$ cat src/rtl/ccd_readout_seq.sv
// Frame readout sequencer for the KAF CCD: drives V/H/RG clocks, runs the ADC
// sample/busy handshake per pixel and writes each pixel LSB-first as two bytes to the tx FIFO.
module ccd_readout_seq #(
   parameter int ROWS   = 4,
   parameter int COLS   = 8,
   parameter int V_HALF = 16,
   parameter int H_HALF = 4,
   parameter int RG_W   = 2,
   parameter int ADC_W  = 10
) (
   input  logic             clk,
   input  logic             rst,
   input  logic             start,
   output logic             busy,
   output logic             frame_done,
   output logic             ccd_v1,
   output logic             ccd_v2,
   output logic             ccd_h1,
   output logic             ccd_h2,
   output logic             ccd_rg,
   output logic             adc_sample,
   input  logic             adc_busy,
   input  logic [ADC_W-1:0] adc_data,
   output logic [7:0]       fifo_wdata,
   output logic             fifo_winc,
   input  logic             fifo_wfull
);

   localparam int PH_MAX0 = (V_HALF > H_HALF) ? V_HALF : H_HALF;
   localparam int PH_MAX  = (PH_MAX0 > RG_W) ? PH_MAX0 : RG_W;
   localparam int PH_W    = (PH_MAX > 1) ? $clog2(PH_MAX) : 1;
   localparam int ROW_W   = (ROWS > 1) ? $clog2(ROWS) : 1;
   localparam int COL_W   = (COLS > 1) ? $clog2(COLS) : 1;

   typedef enum logic [3:0] {
      S_IDLE, S_V1, S_V2, S_RG, S_H1, S_H2,
      S_ADC_REQ, S_ADC_WAIT, S_WR_LO, S_WR_HI, S_DONE
   } state_t;

   state_t            r_state;
   logic [PH_W-1:0]   r_ph;
   logic [ROW_W-1:0]  r_row;
   logic [COL_W-1:0]  r_col;
   logic [ADC_W-1:0]  r_pix;
   logic              r_busy;
   logic              r_frame_done;
   logic              r_v1, r_v2, r_h1, r_h2, r_rg;
   logic              r_adc_sample;

   logic              w_in_wr;
   logic              w_winc;
   logic [ADC_W-1:0]  w_pix_hi;

   // The write strobe is gated by rst so no byte can land in the cycle reset is sampled.
   assign w_in_wr  = (r_state == S_WR_LO) || (r_state == S_WR_HI);
   assign w_winc   = w_in_wr & ~fifo_wfull & ~rst;
   assign w_pix_hi = r_pix >> 8;

   assign fifo_winc  = w_winc;
   assign fifo_wdata = (r_state == S_WR_LO) ? r_pix[7:0] :
                       (r_state == S_WR_HI) ? w_pix_hi[7:0] : 8'h00;

   assign busy       = r_busy;
   assign frame_done = r_frame_done;
   assign ccd_v1     = r_v1;
   assign ccd_v2     = r_v2;
   assign ccd_h1     = r_h1;
   assign ccd_h2     = r_h2;
   assign ccd_rg     = r_rg;
   assign adc_sample = r_adc_sample;

   always_ff @(posedge clk) begin : fsm
      state_t          v_next;
      logic [PH_W-1:0] v_last;
      // NOTE: v_next/v_last are per-cycle temporaries, fully assigned before use, so
      // blocking '=' is correct for them; every stored register still uses '<='.
      v_next = r_state;
      case (r_state)
         S_V1, S_V2: v_last = PH_W'(V_HALF - 1);
         S_RG:       v_last = PH_W'(RG_W - 1);
         default:    v_last = PH_W'(H_HALF - 1);
      endcase

      if (rst) begin
         v_next = S_IDLE;
         r_ph   <= '0;
         r_row  <= '0;
         r_col  <= '0;
         r_pix  <= '0;
      end else begin
         case (r_state)
            S_IDLE: begin
               r_ph <= '0;
               if (start) begin
                  v_next = S_V1;
                  r_row  <= '0;
                  r_col  <= '0;
               end
            end
            S_V1, S_V2, S_RG, S_H1, S_H2: begin
               if (r_ph == v_last) begin
                  r_ph <= '0;
                  case (r_state)
                     S_V1:    v_next = S_V2;
                     S_V2:    v_next = S_RG;
                     S_RG:    v_next = S_H1;
                     S_H1:    v_next = S_H2;
                     default: v_next = S_ADC_REQ;
                  endcase
               end else begin
                  r_ph <= r_ph + PH_W'(1);
               end
            end
            S_ADC_REQ: begin
               if (adc_busy) v_next = S_ADC_WAIT;
            end
            S_ADC_WAIT: begin
               if (!adc_busy) begin
                  r_pix  <= adc_data;
                  v_next = S_WR_LO;
               end
            end
            S_WR_LO: begin
               if (w_winc) v_next = S_WR_HI;
            end
            S_WR_HI: begin
               if (w_winc) begin
                  if (r_col != COL_W'(COLS - 1)) begin
                     r_col  <= r_col + COL_W'(1);
                     v_next = S_RG;
                  end else if (r_row != ROW_W'(ROWS - 1)) begin
                     r_col  <= '0;
                     r_row  <= r_row + ROW_W'(1);
                     v_next = S_V1;
                  end else begin
                     v_next = S_DONE;
                  end
               end
            end
            S_DONE:  v_next = S_IDLE;
            default: v_next = S_IDLE;
         endcase
      end

      // Outputs are decoded from the state being entered, so they are true flops aligned to it.
      r_state      <= v_next;
      r_busy       <= (v_next != S_IDLE);
      r_frame_done <= (v_next == S_DONE);
      r_v1         <= (v_next == S_V1);
      r_v2         <= (v_next == S_V2);
      r_rg         <= (v_next == S_RG);
      r_h1         <= (v_next == S_H1);
      r_h2         <= (v_next == S_H2);
      r_adc_sample <= (v_next == S_ADC_REQ);
   end

endmodule

$ cat config.mk
export PLATFORM = sky130hd
export DESIGN_NAME = ccd_readout_seq
export DESIGN_NICKNAME = d
export VERILOG_FILES = /design/src/rtl/ccd_readout_seq.sv
export SDC_FILE = /design/constraint.sdc
export NUM_CORES = 1
export LEC_CHECK = 0
export BUFFER_PORTS_ARGS = -buffer_cell sky130_fd_sc_hd__buf_4
export CAP_MARGIN = 20
export CELL_PAD_IN_SITES_DETAIL_PLACEMENT = 1
export CELL_PAD_IN_SITES_GLOBAL_PLACEMENT = 2
export CORE_MARGIN = 3
export CORE_UTILIZATION = 33
export CTS_CLUSTER_SIZE = 16
export DETAILED_ROUTE_END_ITERATION = 8
export GPL_ROUTABILITY_DRIVEN = 0
export GPL_TIMING_DRIVEN = 0
export PLACE_DENSITY = 0.82
export SETUP_SLACK_MARGIN = 0.05
export SYNTH_ARGS = -nofsm -noshare
export SYNTH_HDL_FRONTEND = slang
export SYNTH_SLANG_ARGS = --single-unit
$ cat constraint.sdc
create_clock -name clk -period 2.1 [get_ports clk]
set_input_delay 0.42 -clock clk [delete_from_list [all_inputs] [get_ports clk]]
set_output_delay 0.42 -clock clk [all_outputs]
set_load 0.005 [all_outputs]
## Yosys cells after proc, flatten, opt, wreduce, memory -nomap -nowiden

Cells that the tools add are included.

- Bits in registers: 31
- Bits in latches: 0
- RAM bits: 0
- ROM bits: 0
- Bits of input ports: 15
- Output and inout port bits: 17
- Logic and storage cells: 81
- Memories: 0

- Add/sub/neg operators: 3
- Multiply operators: 0
- Div/mod/pow operators: 0
- Order comparisons: 0
- Eq/ne operators: 24
- Shift operators: 0
- Muxes and demuxes: 26
- Bitwise operators: 5
- Reduce and logical (&&, ||, !) cells: 10

Operators by type and width:

| operator | count |
|---|---|
| $mux W4 | 10 |
| $eq A4 B3 Y1 const B | 7 |
| $pmux W4 S6 | 1 |
| $eq A4 B2 Y1 const B | 4 |
| $pmux W4 S2 | 2 |
| $eq A4 B4 Y1 const B | 3 |
| $mux W3 | 4 |
| $pmux W3 S4 | 1 |
| $mux W2 | 5 |
| $eq A4 B1 Y1 const B | 2 |
| $mux W8 | 1 |
| $ne A2 B2 Y1 const B | 4 |
| $pmux W3 S2 | 1 |
| $reduce_and A5 Y1 | 1 |
| $reduce_or A5 Y1 | 1 |
| $add A4 B1 Y4 const B | 1 |
| $eq A4 B4 Y1 | 1 |
| $logic_not A4 Y1 | 1 |
| $pmux W2 S2 | 1 |
| $reduce_and A4 Y1 | 1 |
| $reduce_bool A2 Y1 | 2 |
| $reduce_bool A4 Y1 | 1 |
| $add A3 B1 Y3 const B | 1 |
| $ne A3 B1 Y1 const B | 1 |
| 8 further kinds | 11 |

## Logic depth before layout (Yosys ltp)

Gate-level depths: netlist of the first run.

- Depth after elaboration: 8
- Gate-level depth with buffers: 8
- Gate-level depth less buffers: 8

## Worst setup path before layout of the first run

No wires, ideal clock.

- Kind: input port to flip-flop
- Start point: input port rst
- End point: register r_busy, in the netlist busy
- Setup time: 0.120 ns
- Arrival: 1.811 ns
- Data required time: 1.980 ns
- Setup slack: 0.170 ns
- Cell stages on the path: 6
- Path buffers: 1
- Cell sequence: clkbuf_1 > or3b_1 > nor2_1 > o22ai_1 > a311o_1 > a211o_1

- Cells in the longest elaborated chain, start to end: 6
- Elaborated cells on any way between the ends: 7
- Classes of those cells: mux (4); bitwise (2); reduce/logical (1)

RTL lines:

| what | line | source |
|---|---|---|
| from (decl) | 12 | `input logic rst,` |
| $not A1 Y1 | 56 | `assign w_winc = w_in_wr & ~fifo_wfull & ~rst;` |
| $and A1 B1 Y1 | 56 |  |
| $mux W4 (on tied branches) | 127, 124 |  |
| $pmux W4 S6 | 91 | `case (r_state)` |
| $mux W4 (*) | 84 | `if (rst) begin` |
| $reduce_bool A4 Y1 (*) | 147 | `r_busy <= (v_next != S_IDLE);` |
| to (signal assigned) | 147 |  |
| to (decl) | 45 | `logic r_busy;` |

Mark *: on every way between the ends. The rest lies on a longest branch, timed or not.
A chain may end at the register's enable or synchronous reset.

## Worst setup path in the final report of the first run

- Start point: register r_state[2]
- End point: register r_busy, in the netlist busy

- Cells in the longest elaborated chain, start to end: 8
- Elaborated cells on any way between the ends: 27
- Classes of those cells: eq/ne (10); mux (10); bitwise (2); reduce/logical (5)

RTL lines:

| what | line | source |
|---|---|---|
| from (decl) | 40 | `state_t r_state;` |
| from (signal assigned) | 146 | `r_state <= v_next;` |
| $eq A4 B1 Y1 (tied with other cells) | 78, 91, 103 |  |
| $reduce_or A2 Y1 or $logic_or A1 B1 Y1 (tied branches) | 78, 55 |  |
| $pmux W4 S2 or $and A1 B1 Y1 (tied branches) | 78, 56 |  |
| $eq A4 B4 Y1 or $and A1 B1 Y1 (tied branches) | 101, 56 |  |
| $mux W4 (on tied branches) | 101, 124, 127 |  |
| $pmux W4 S6 (*) | 91 |  |
| $mux W4 (*) | 84 |  |
| $reduce_bool A4 Y1 (*) | 147 |  |

Marked as above.

==> impl_metrics.py, run 1 <==
metrics = {
    "setup_path": {
        "startpoint_type": "flop",
        "worstPathMaxFanout": 7,
        "rrSetupSlack_ps": 50,
        "required_ps": 2280,
        "crit_arrival_ps": 2230,
        "endpoint_kind": "flop",
        "worst-setup-path-type": "reg2reg",
    },
    "clock_tree": {
        "insertion_delay_ps": 290,
        "clk_pin_slew_ps": 70,
        "cts_made_buffers": 5,
        "h-tree-depth": 2,
        "clock_path_buffers": 2,
        "clk_root_buffer_cell": "clkbuf_8",
        "cts_num_sinks": 31,
        "cts_tree": "built",
    },
    "logic_synthesis": {
        "synth_compound_area_frac": 0.1686,
        "synth-xor-area-share": 0.01486,
        "synthSimpleGateAreaFrac": 0.2727,
        "netlist_instances": 188,
        "syn_avg_cell_area_um2": 8.958,
        "synthArstFlopShare": 0,
        "synth_top_family_by_area": "simple AND/OR/NAND/NOR gates",
        "synth_area_um2": 1684,
        "synthMuxAreaShare": 0.09584,
        "synthFlopType": "dfxtp_1",
        "synth_fa_ha_area_frac": 0.02972,
        "synth_edf_count": 0,
        "synth_cell_types": 53,
        "ys_seq_area_frac": 0.3685,
        "ys.warnings.count": 0,
        "synthesis.nets": 207,
        "yosys_register_bits": 31,
    },
    "grt": {
        "grt_overflow_total": 0,
        "grt_pass1_wl_mm": 8.273,
        "antenna_found_initial": 0,
        "grt_max_degree": 11,
        "first_global_vias": 1693,
        "grt_usage": 0.1745,
    },
    "place": {
        "place_area_um2": 1993,
        "preCtsSetupSlack_ps": -111.3,
        "dp_hpwl_mm": 3.623,
        "portBuffers": 30,
    },
    "layout": {
        "num-fill-cells": 567,
        "drive_gt1_frac": 0.3636,
        "area_delta_synth_final_pct": 35.29,
        "final_net_count": 249,
        "mostFrequentLayoutCells": "38 x buf_4, 29 x dfxtp_1, 23 x nor2_1, 14 x mux2i_1, 9 x nand2_1",
        "insertedDiodeCount": 0,
        "regArea_um2": 625.6,
        "multi_input_area_um2": 1091,
        "final_cell_area_um2": 2278,
        "final_common_cell": "buf_4",
    },
    "drt": {
        "wire_per_inst_um": 16.70,
        "dr_total_vias": 1569,
        "drc": 0,
        "routed_wl_mm": 4.978,
        "via_per_inst": 5.265,
        "antenna_left": 0,
        "first_pass_iters": 4,
        "drt_iter0_drc": 73,
    },
    "power": {
        "power_leakage_nw": 0.8905,
        "p_total_mw": 1.251,
        "peakVddDrop_uv": 247.0,
        "power.density_nw_per_um2": 548.9,
    },
    "timing": {
        "period_minus_slack_ps": 2047,
        "rsz0062_at_grt": "yes",
        "slew_viol_final": 0,
        "hold_viol": 0,
        "fin_crit_sh": 0.9746,
        "hold_ws_ps": 369.9,
        "tightest_slew_ps": 566.3,
        "setup_viol": 0,
        "relSlewSlack": 0.6224,
        "fmax_mhz": 488.6,
        "timing.final.ws_setup_ps": 53.27,
        "finClkSkew_ps": 4.085,
    },
    "worst_hold_path": {
        "hold_path_class": "in2reg",
    },
    "floorplan": {
        "die_area_um2": 5996,
        "num_rows": 25,
        "io_pins": 32,
        "start_util": 0.3496,
        "fp.coreArea_um2": 4817,
        "die_width_um": 77.44,
        "die_y_um": 77.44,
    },
    "run_status": {
        "status": "finished clean",
    },
    "run": {
        "max_cap_viol_count": 0,
    },
}
cells in the mapped netlist (2+ instances only):
master / instances / area [µm²]
mux2i_1: 15 / 150.1
nor4b_1: 2 / 17.52
nor4_1: 3 / 18.77
nand4b_1: 4 / 35.03
a211o_1: 2 / 17.52
nor3_1: 5 / 25.02
a21oi_1: 9 / 45.04
ha_1: 4 / 50.05
buf_2: 6 / 30.03
or2_2: 2 / 12.51
inv_1: 3 / 11.26
and3_1: 7 / 43.79
nor2b_1: 2 / 12.51
a211oi_1: 3 / 22.52
o2111ai_1: 2 / 17.52
clkbuf_1: 3 / 11.26
nand2_1: 9 / 33.78
a32oi_1: 2 / 17.52
a31oi_1: 5 / 31.28
nor4_2: 2 / 25.02
nor2_1: 25 / 93.84
o21ai_0: 3 / 15.01
nand4_1: 2 / 12.51
nand2b_1: 4 / 25.02
nand3_1: 3 / 15.01
and2_1: 2 / 12.51
dfxtp_1: 31 / 620.6
nor3b_1: 3 / 22.52
cell type report:
class	count	area share
plain buffers	12	0.03899
clock buffers	7	0.04228
clock inverters	1	0.003295
inverters	4	0.006590
multi-input cells	140	0.4789
flip-flops and latches	31	0.2746
well taps	67	0.03679
repair buffers	36	0.1186
final timing paths:
path	startpoint	end	cells past startpoint
setup / recovery	r_state[2]	busy	5
hold / removal	adc_data[3]	r_pix[3]	3
setup reg to reg	r_state[2]	busy	5
hold reg to reg	r_col[1]	r_col[1]	2
kinds of logic after synthesis:
kind of cell	count (synthesis)
compound gates	37
fa+ha+maj	4
flops	31
simple gates	81
buf+inv	17
mux	16
xor+xnor	2
routing by layer:
metal	up-vias	part of all wire	track usage
li1	772	-	-
met1	751	0.44	0.2028
met2	39	0.50	0.3057
met3	7	0.051	0.04988
met4	0	0.014	0.05872
met5	-	0	0
stage by stage:
step | std cells | util | TNS, ps
floorplan | 188 | - | 0
global placement | 285 | 0.4138 | -5.664
detailed placement | 285 | 0.4138 | -158.4
CTS | 295 | 0.4460 | 0
global route | 298 | 0.4730 | -36.10
finish | 298 | 0.4730 | 0
power breakdown:
group	leakage, nW	switching [mW]	internal, mW
clock	0.0505	0.227	0.298
sequential	0.252	0.00554	0.594
combinational	0.588	0.0704	0.0559
worst max-delay path, cell delays in order, from the launching register on:
cell and delay [ps]:
dfxtp_1 450, and4bb_2 320, mux2_2 300, o21ai_4 120
a311o_2 450, a211o_1 310
registers in the layout, indices dropped and copies added, names as in the netlist:
name / count
r_col: 3
r_state: 4
ccd_v1: 1
frame_done: 1
adc_sample: 1
busy: 1
ccd_h2: 1
r_ph: 4
ccd_rg: 1
r_row: 2
ccd_h1: 1
ccd_v2: 1
r_pix: 10
timing repair:
action,4_1_cts,5_1_grt
cloned,0,0
endpoints found under the setup margin,11,20
hold buffers,0,0
pin swaps,4,4
buffers inserted,2,4
resized for setup,11,24
Note: power is estimated with default switching activity, not from simulation.
==> run 2: changes to the inputs <==
--- a/config.mk
+++ b/config.mk
@@ -6,16 +6,15 @@
 export NUM_CORES = 1
 export LEC_CHECK = 0
 export BUFFER_PORTS_ARGS = -buffer_cell sky130_fd_sc_hd__buf_4
-export CAP_MARGIN = 20
 export CELL_PAD_IN_SITES_DETAIL_PLACEMENT = 1
-export CELL_PAD_IN_SITES_GLOBAL_PLACEMENT = 2
+export CELL_PAD_IN_SITES_GLOBAL_PLACEMENT = 1
 export CORE_MARGIN = 3
-export CORE_UTILIZATION = 33
+export CORE_UTILIZATION = 35
 export CTS_CLUSTER_SIZE = 16
 export DETAILED_ROUTE_END_ITERATION = 8
 export GPL_ROUTABILITY_DRIVEN = 0
 export GPL_TIMING_DRIVEN = 0
-export PLACE_DENSITY = 0.82
+export PLACE_DENSITY = 0.72
 export SETUP_SLACK_MARGIN = 0.05
 export SYNTH_ARGS = -nofsm -noshare
 export SYNTH_HDL_FRONTEND = slang
==> run 2 against run 1 <==
  * First-iteration DRC count decreased by 4.1%
  * Combinational power about the same
  * Sequential cell count unchanged
  * Final cell count decreased by 5.7%
  * Clock power decreased by 18%
  * Via count increased by 0.83%
==> impl_metrics.py, run 2 (same netlist as run 1, synthesis figures left out) <==
metrics = {
    "setup_path": {
        "endpoint_kind": "primary output",
        "crit_start": "r_state[3]",
        "r2r-start": "r_state[1]",
        "worst-setup-path-type": "reg2out",
        "cp_slowest_cell": "or3b_4",
        "required_ps": 1680,
        "cp_common_cell": "buf_4",
        "crit_chain": "buf_4 -> or3b_4 -> nor3_2 -> buf_4",
        "startpoint_type": "flop",
        "critPathMaxStageDelay_ps": 430,
        "crit_arrival_ps": 1580,
        "worstPathMaxFanout": 10,
    },
    "drt": {
        "drc": 0,
        "dr_total_vias": 1582,
        "first_pass_iters": 4,
        "wire_per_inst_um": 17.47,
        "via_per_inst": 5.630,
        "antenna_left": 0,
        "drt_iter0_drc": 70,
        "routed_wl_mm": 4.908,
    },
    "grt": {
        "grt_pass1_wl_mm": 7.969,
        "grt_max_degree": 11,
        "grt_usage": 0.1851,
        "first_global_vias": 1593,
        "grt_overflow_total": 0,
        "antenna_found_initial": 0,
    },
    "worst_hold_path": {
        "hold_path_class": "in2reg",
        "worstHoldStart": "adc_data[4]",
    },
    "run": {
        "max_cap_viol_count": 0,
    },
    "layout": {
        "drive_gt1_frac": 0.3493,
        "top_regs": "r_pix: 10 flops, r_ph: 4 flops, r_state: 4 flops",
        "insertedDiodeCount": 0,
        "area_delta_synth_final_pct": 32.47,
        "final_net_count": 249,
        "mostFrequentLayoutCells": "38 x buf_4, 27 x dfxtp_1, 24 x nor2_1, 14 x mux2i_1, 9 x nand2_1",
        "final_util": 0.4953,
        "regMostFlops": "r_pix",
        "final_common_cell": "buf_4",
        "largest_reg_flops": 10,
    },
    "run_status": {
        "status": "finished clean",
    },
    "clock_tree": {
        "cts_tree": "built",
        "cts_made_buffers": 5,
        "insertion_delay_ps": 280,
        "clk_root_buffer_cell": "clkbuf_8",
        "h-tree-depth": 2,
        "cts_num_sinks": 31,
        "clk_pin_slew_ps": 60,
        "clock_path_buffers": 2,
    },
    "power": {
        "p_int_mw": 0.8718,
        "seqPwrFrac": 0.517,
        "p_sw_mw": 0.2864,
        "power_leakage_nw": 0.8838,
        "peakVddDrop_uv": 283.8,
        "p_comb_frac": 0.111,
        "power.density_nw_per_um2": 519.2,
        "p_clk_frac": 0.372,
        "switching_share": 0.2473,
    },
    "timing": {
        "tightest_slew_ps": 580.3,
        "finClkSkew_ps": 5.269,
        "relSlewSlack": 0.6131,
        "period_minus_slack_ps": 1998,
        "fin_crit_sh": 0.9516,
        "fmax_mhz": 500.4,
        "hold_viol": 0,
        "rsz0062_at_grt": "yes",
        "slew_viol_final": 0,
        "setup_viol": 0,
        "fin_tns_setup_ps": 0,
    },
    "floorplan": {
        "die_width_um": 75.37,
        "num_rows": 24,
        "die_y_um": 75.37,
        "start_util": 0.3739,
        "fp.coreArea_um2": 4504,
        "die_area_um2": 5680,
        "io_pins": 32,
    },
    "place": {
        "dp_hpwl_mm": 3.407,
        "portBuffers": 30,
    },
}
run 2: changes by cell type in the layout (fill, tap and decap cells not counted), sizes merged:
cell,previous run,this run
buf,43,44
clkbuf,12,10
clkinvlp,1,0
run 2: layout make-up:
| cell class | count | area (µm²) |
|---|---|---|
| buffer | 12 | 92.59 |
| clock buffer | 6 | 72.57 |
| fill | 537 | 2273 |
| inverter | 4 | 15.01 |
| multi-input combinational | 140 | 1085 |
| sequential | 31 | 630.6 |
| tap | 52 | 65.06 |
| timing repair buffer | 36 | 270.3 |
run 2: layer usage:
layer / part of all wire / up-vias / wire, µm / track usage
li1: - / 768 / - / -
met4: 0.013 / 0 / 66 / 0.06408
met2: 0.47 / 53 / 2315 / 0.2905
met3: 0.072 / 7 / 353 / 0.05805
met1: 0.44 / 754 / 2172 / 0.2405
met5: 0 / - / 0 / 0
run 2: path summary, 6_finish.rpt:
| path | end | slack [ps] | depth (start not counted) |
|---|---|---|---|
| setup reg to reg | busy | 110 | 6 |
| hold / removal | r_pix[4] | 380 | 3 |
| setup / recovery | fifo_winc | 100 | 4 |
| hold reg to reg | r_col[2] | 470 | 2 |
run 2: stage by stage:
stage / setup WS [ps] / total power, mW / hold WS, ps / instance area [µm²] / cells
final: 101.6 / 1.158 / 375.9 / 2231 / 281
after global placement: -155.4 / 0.7252 / 447.3 / 1974 / 270
after CTS: 55.62 / 1.160 / 372.5 / 2107 / 276
after floorplan: 169.7 / 0.6793 / 435.6 / 1684 / 188
after global routing: 33.54 / 1.196 / 381.8 / 2231 / 281
after detailed placement: -48.92 / 0.7265 / 453.6 / 1974 / 270
run 2: worst max-delay path: cells and delay by family (launching register included):
kind | cells | cell delay, ps
buffers and inverters | 2 | 330
and+or+nand+nor | 2 | 570
DFF | 1 | 400
run 2: power groups by stage:
stage / clock (mW) / sequential [mW] / combinational (mW)
finish: 0.430 / 0.599 / 0.129
global route: 0.458 / 0.599 / 0.139
CTS: 0.442 / 0.599 / 0.120
detailed placement: 0 / 0.612 / 0.115
global placement: 0 / 0.612 / 0.113
floorplan: 0 / 0.612 / 0.0677
run 2: timing repair:
action	in CTS	in global routing
pin swaps	4	6
setup endpoints to repair	15	17
gates resized for setup	16	23
buffers inserted	0	6
hold buffers	0	0
==> run 3: changes to the inputs <==
--- a/config.mk
+++ b/config.mk
@@ -10,11 +10,12 @@
 export CELL_PAD_IN_SITES_GLOBAL_PLACEMENT = 1
 export CORE_MARGIN = 3
 export CORE_UTILIZATION = 35
+export CTS_BUF_LIST = sky130_fd_sc_hd__clkbuf_16
 export CTS_CLUSTER_SIZE = 16
 export DETAILED_ROUTE_END_ITERATION = 8
 export GPL_ROUTABILITY_DRIVEN = 0
 export GPL_TIMING_DRIVEN = 0
-export PLACE_DENSITY = 0.72
+export PLACE_DENSITY = 0.73
 export SETUP_SLACK_MARGIN = 0.05
 export SYNTH_ARGS = -nofsm -noshare
 export SYNTH_HDL_FRONTEND = slang
==> run 3 against run 2 <==
  * Clock skew rose by 0.59 ps
  * Sequential share of layout area fell by 1.0 points
  * Wire length fell by 5.2%
  * Critical path type unchanged
  * Sequential cell count did not move
  * Largest power group is now clock
  * Count of clock-buffer cells in the layout fell by 1
==> impl_metrics.py, run 3 (same netlist as run 1, synthesis figures left out) <==
metrics = {
    "drt": {
        "antenna_left": 0,
        "drc": 0,
        "routed_wl_mm": 4.651,
        "dr_total_vias": 1580,
        "drt_iter0_drc": 74,
        "via_per_inst": 5.524,
        "wire_per_inst_um": 16.26,
        "first_pass_iters": 4,
    },
    "timing": {
        "fin_crit_sh": 0.9463,
        "finClkSkew_ps": 5.858,
        "setup_viol": 0,
        "slew_viol_final": 0,
        "fmax_mhz": 503.2,
        "tightest_slew_ps": 609.9,
        "hold_viol": 0,
        "rsz0062_at_grt": "yes",
        "period_minus_slack_ps": 1987,
        "relSlewSlack": 0.5934,
    },
    "setup_path": {
        "endpoint_kind": "primary output",
        "crit_chain": "buf_6 -> buf_4 -> or3b_4 -> nor3_2 -> buf_4",
        "timing.rr.end": "busy",
        "crit_arrival_ps": 1570,
        "worst-setup-path-type": "reg2out",
        "startpoint_type": "flop",
        "ff2ff_path_depth": 7,
        "cp_slowest_cell": "or3b_4",
        "cp_common_cell": "buf_4",
        "r2r-start": "r_state[1]",
        "critPathMaxStageDelay_ps": 430,
        "rrSetupSlack_ps": 120,
        "required_ps": 1680,
        "worstPathMaxFanout": 10,
        "crit_start": "r_state[1]",
    },
    "grt": {
        "first_global_vias": 1610,
        "met2_usage": 0.3030,
        "top_usage_layer": "met2",
        "grt_overflow_total": 0,
        "grt_util_met1": 0.2154,
        "met3_usage": 0.05145,
        "antenna_found_initial": 0,
        "grt_pass1_wl_mm": 7.659,
        "grt_max_degree": 11,
        "grt_usage": 0.1772,
    },
    "clock_tree": {
        "cts_num_sinks": 31,
        "insertion_delay_ps": 270,
        "clk_root_buffer_cell": "clkbuf_16",
        "clock_path_buffers": 2,
        "cts_tree": "built",
        "cts_made_buffers": 5,
        "h-tree-depth": 2,
        "clk_pin_slew_ps": 50,
    },
    "layout": {
        "final_cell_area_um2": 2292,
        "mostFrequentLayoutCells": "42 x buf_4, 28 x dfxtp_1, 23 x nor2_1, 14 x mux2i_1, 9 x nand2_1",
        "largest_reg_flops": 10,
        "insertedDiodeCount": 0,
        "top_regs": "r_pix: 10 flops, r_ph: 4 flops, r_state: 4 flops",
        "final_net_count": 252,
        "area_delta_synth_final_pct": 36.11,
        "instances_no_fill": 286,
        "regMostFlops": "r_pix",
        "drive_gt1_frac": 0.3462,
        "num-fill-cells": 537,
        "final_common_cell": "buf_4",
    },
    "worst_hold_path": {
        "worstHoldStart": "adc_data[2]",
        "worstHoldEndpoint": "r_pix[2]",
        "hold_path_class": "in2reg",
        "holdPathStages": 3,
    },
    "place": {
        "place_area_um2": 1974,
        "portBuffers": 30,
        "placed_cells": 270,
        "dp_hpwl_mm": 3.338,
    },
    "floorplan": {
        "die_y_um": 75.37,
        "fp.coreArea_um2": 4504,
        "num_rows": 24,
        "io_pins": 32,
        "start_util": 0.3739,
        "die_width_um": 75.37,
        "die_area_um2": 5680,
    },
    "power": {
        "power_leakage_nw": 0.9182,
        "power.density_nw_per_um2": 607.5,
        "peakVddDrop_uv": 313.4,
    },
    "run_status": {
        "status": "finished clean",
    },
    "run": {
        "max_cap_viol_count": 0,
    },
}
## run 3: changes by cell type in the layout (fill, tap and decap cells not counted), sizes merged
cell,delta
buf,+2
clkinv,+2
inv,+1
## run 3: routing by layer
layer  up-vias  share of wire
met5         -              0
met1       754           0.45
met3         7          0.052
met2        37           0.49
met4         0          0.013
li1        782              -
## run 3: worst max path at each step
stage / slack [ps] / to
finish: 110 / fifo_winc
global route: 20 / busy
CTS: 40 / fifo_winc
detailed placement: -40 / ccd_rg
global placement: -50 / ccd_rg
floorplan: 170 / busy
## run 3: cell type report
class	instances	area [µm²]	share of cell area
clock buffers	5	125.1	0.05459
repair buffers	38	285.3	0.1245
flip-flops and latches	31	624.3	0.2724
multi-input cells	140	1081	0.4716
plain buffers	13	85.08	0.03712
well taps	52	65.06	0.02838
inverters	4	15.01	0.006550
clock inverters	3	11.26	0.004913
## run 3: power by group
part	switching, mW	total [mW]	internal [mW]
Sequential	0.00578	0.602	0.596
Combinational	0.0677	0.123	0.0554
Clock	0.242	0.667	0.425
## run 3: through the flow
stage	setup TNS [ps]	hold slack [ps]	setup slack (ps)	utilization	power, mW
2_1_floorplan	0	435.6	169.7	-	0.6793
4_1_cts	0	379.5	43.46	0.4761	1.404
3_5_place_dp	-71.78	452.2	-38.00	0.4383	0.7254
3_3_place_gp	-97.00	444.8	-48.77	0.4383	0.7236
6_report	0	377.8	112.7	0.5089	1.393
5_1_grt	0	385.1	21.00	0.5089	1.459
## run 3: what timing repair did
item	in CTS	in global routing
gates resized for setup	8	23
hold buffers	0	0
gates cloned	0	0
setup buffers	1	7
endpoints found under the setup margin	12	18
pin swaps	1	8
## run 3: worst max-delay path, delay by kind of cell (launching register included)
family | cells | cell delay [ps]
AND/OR/NAND/NOR | 2 | 550
flip-flops | 1 | 300
buffers and inverters | 3 | 440
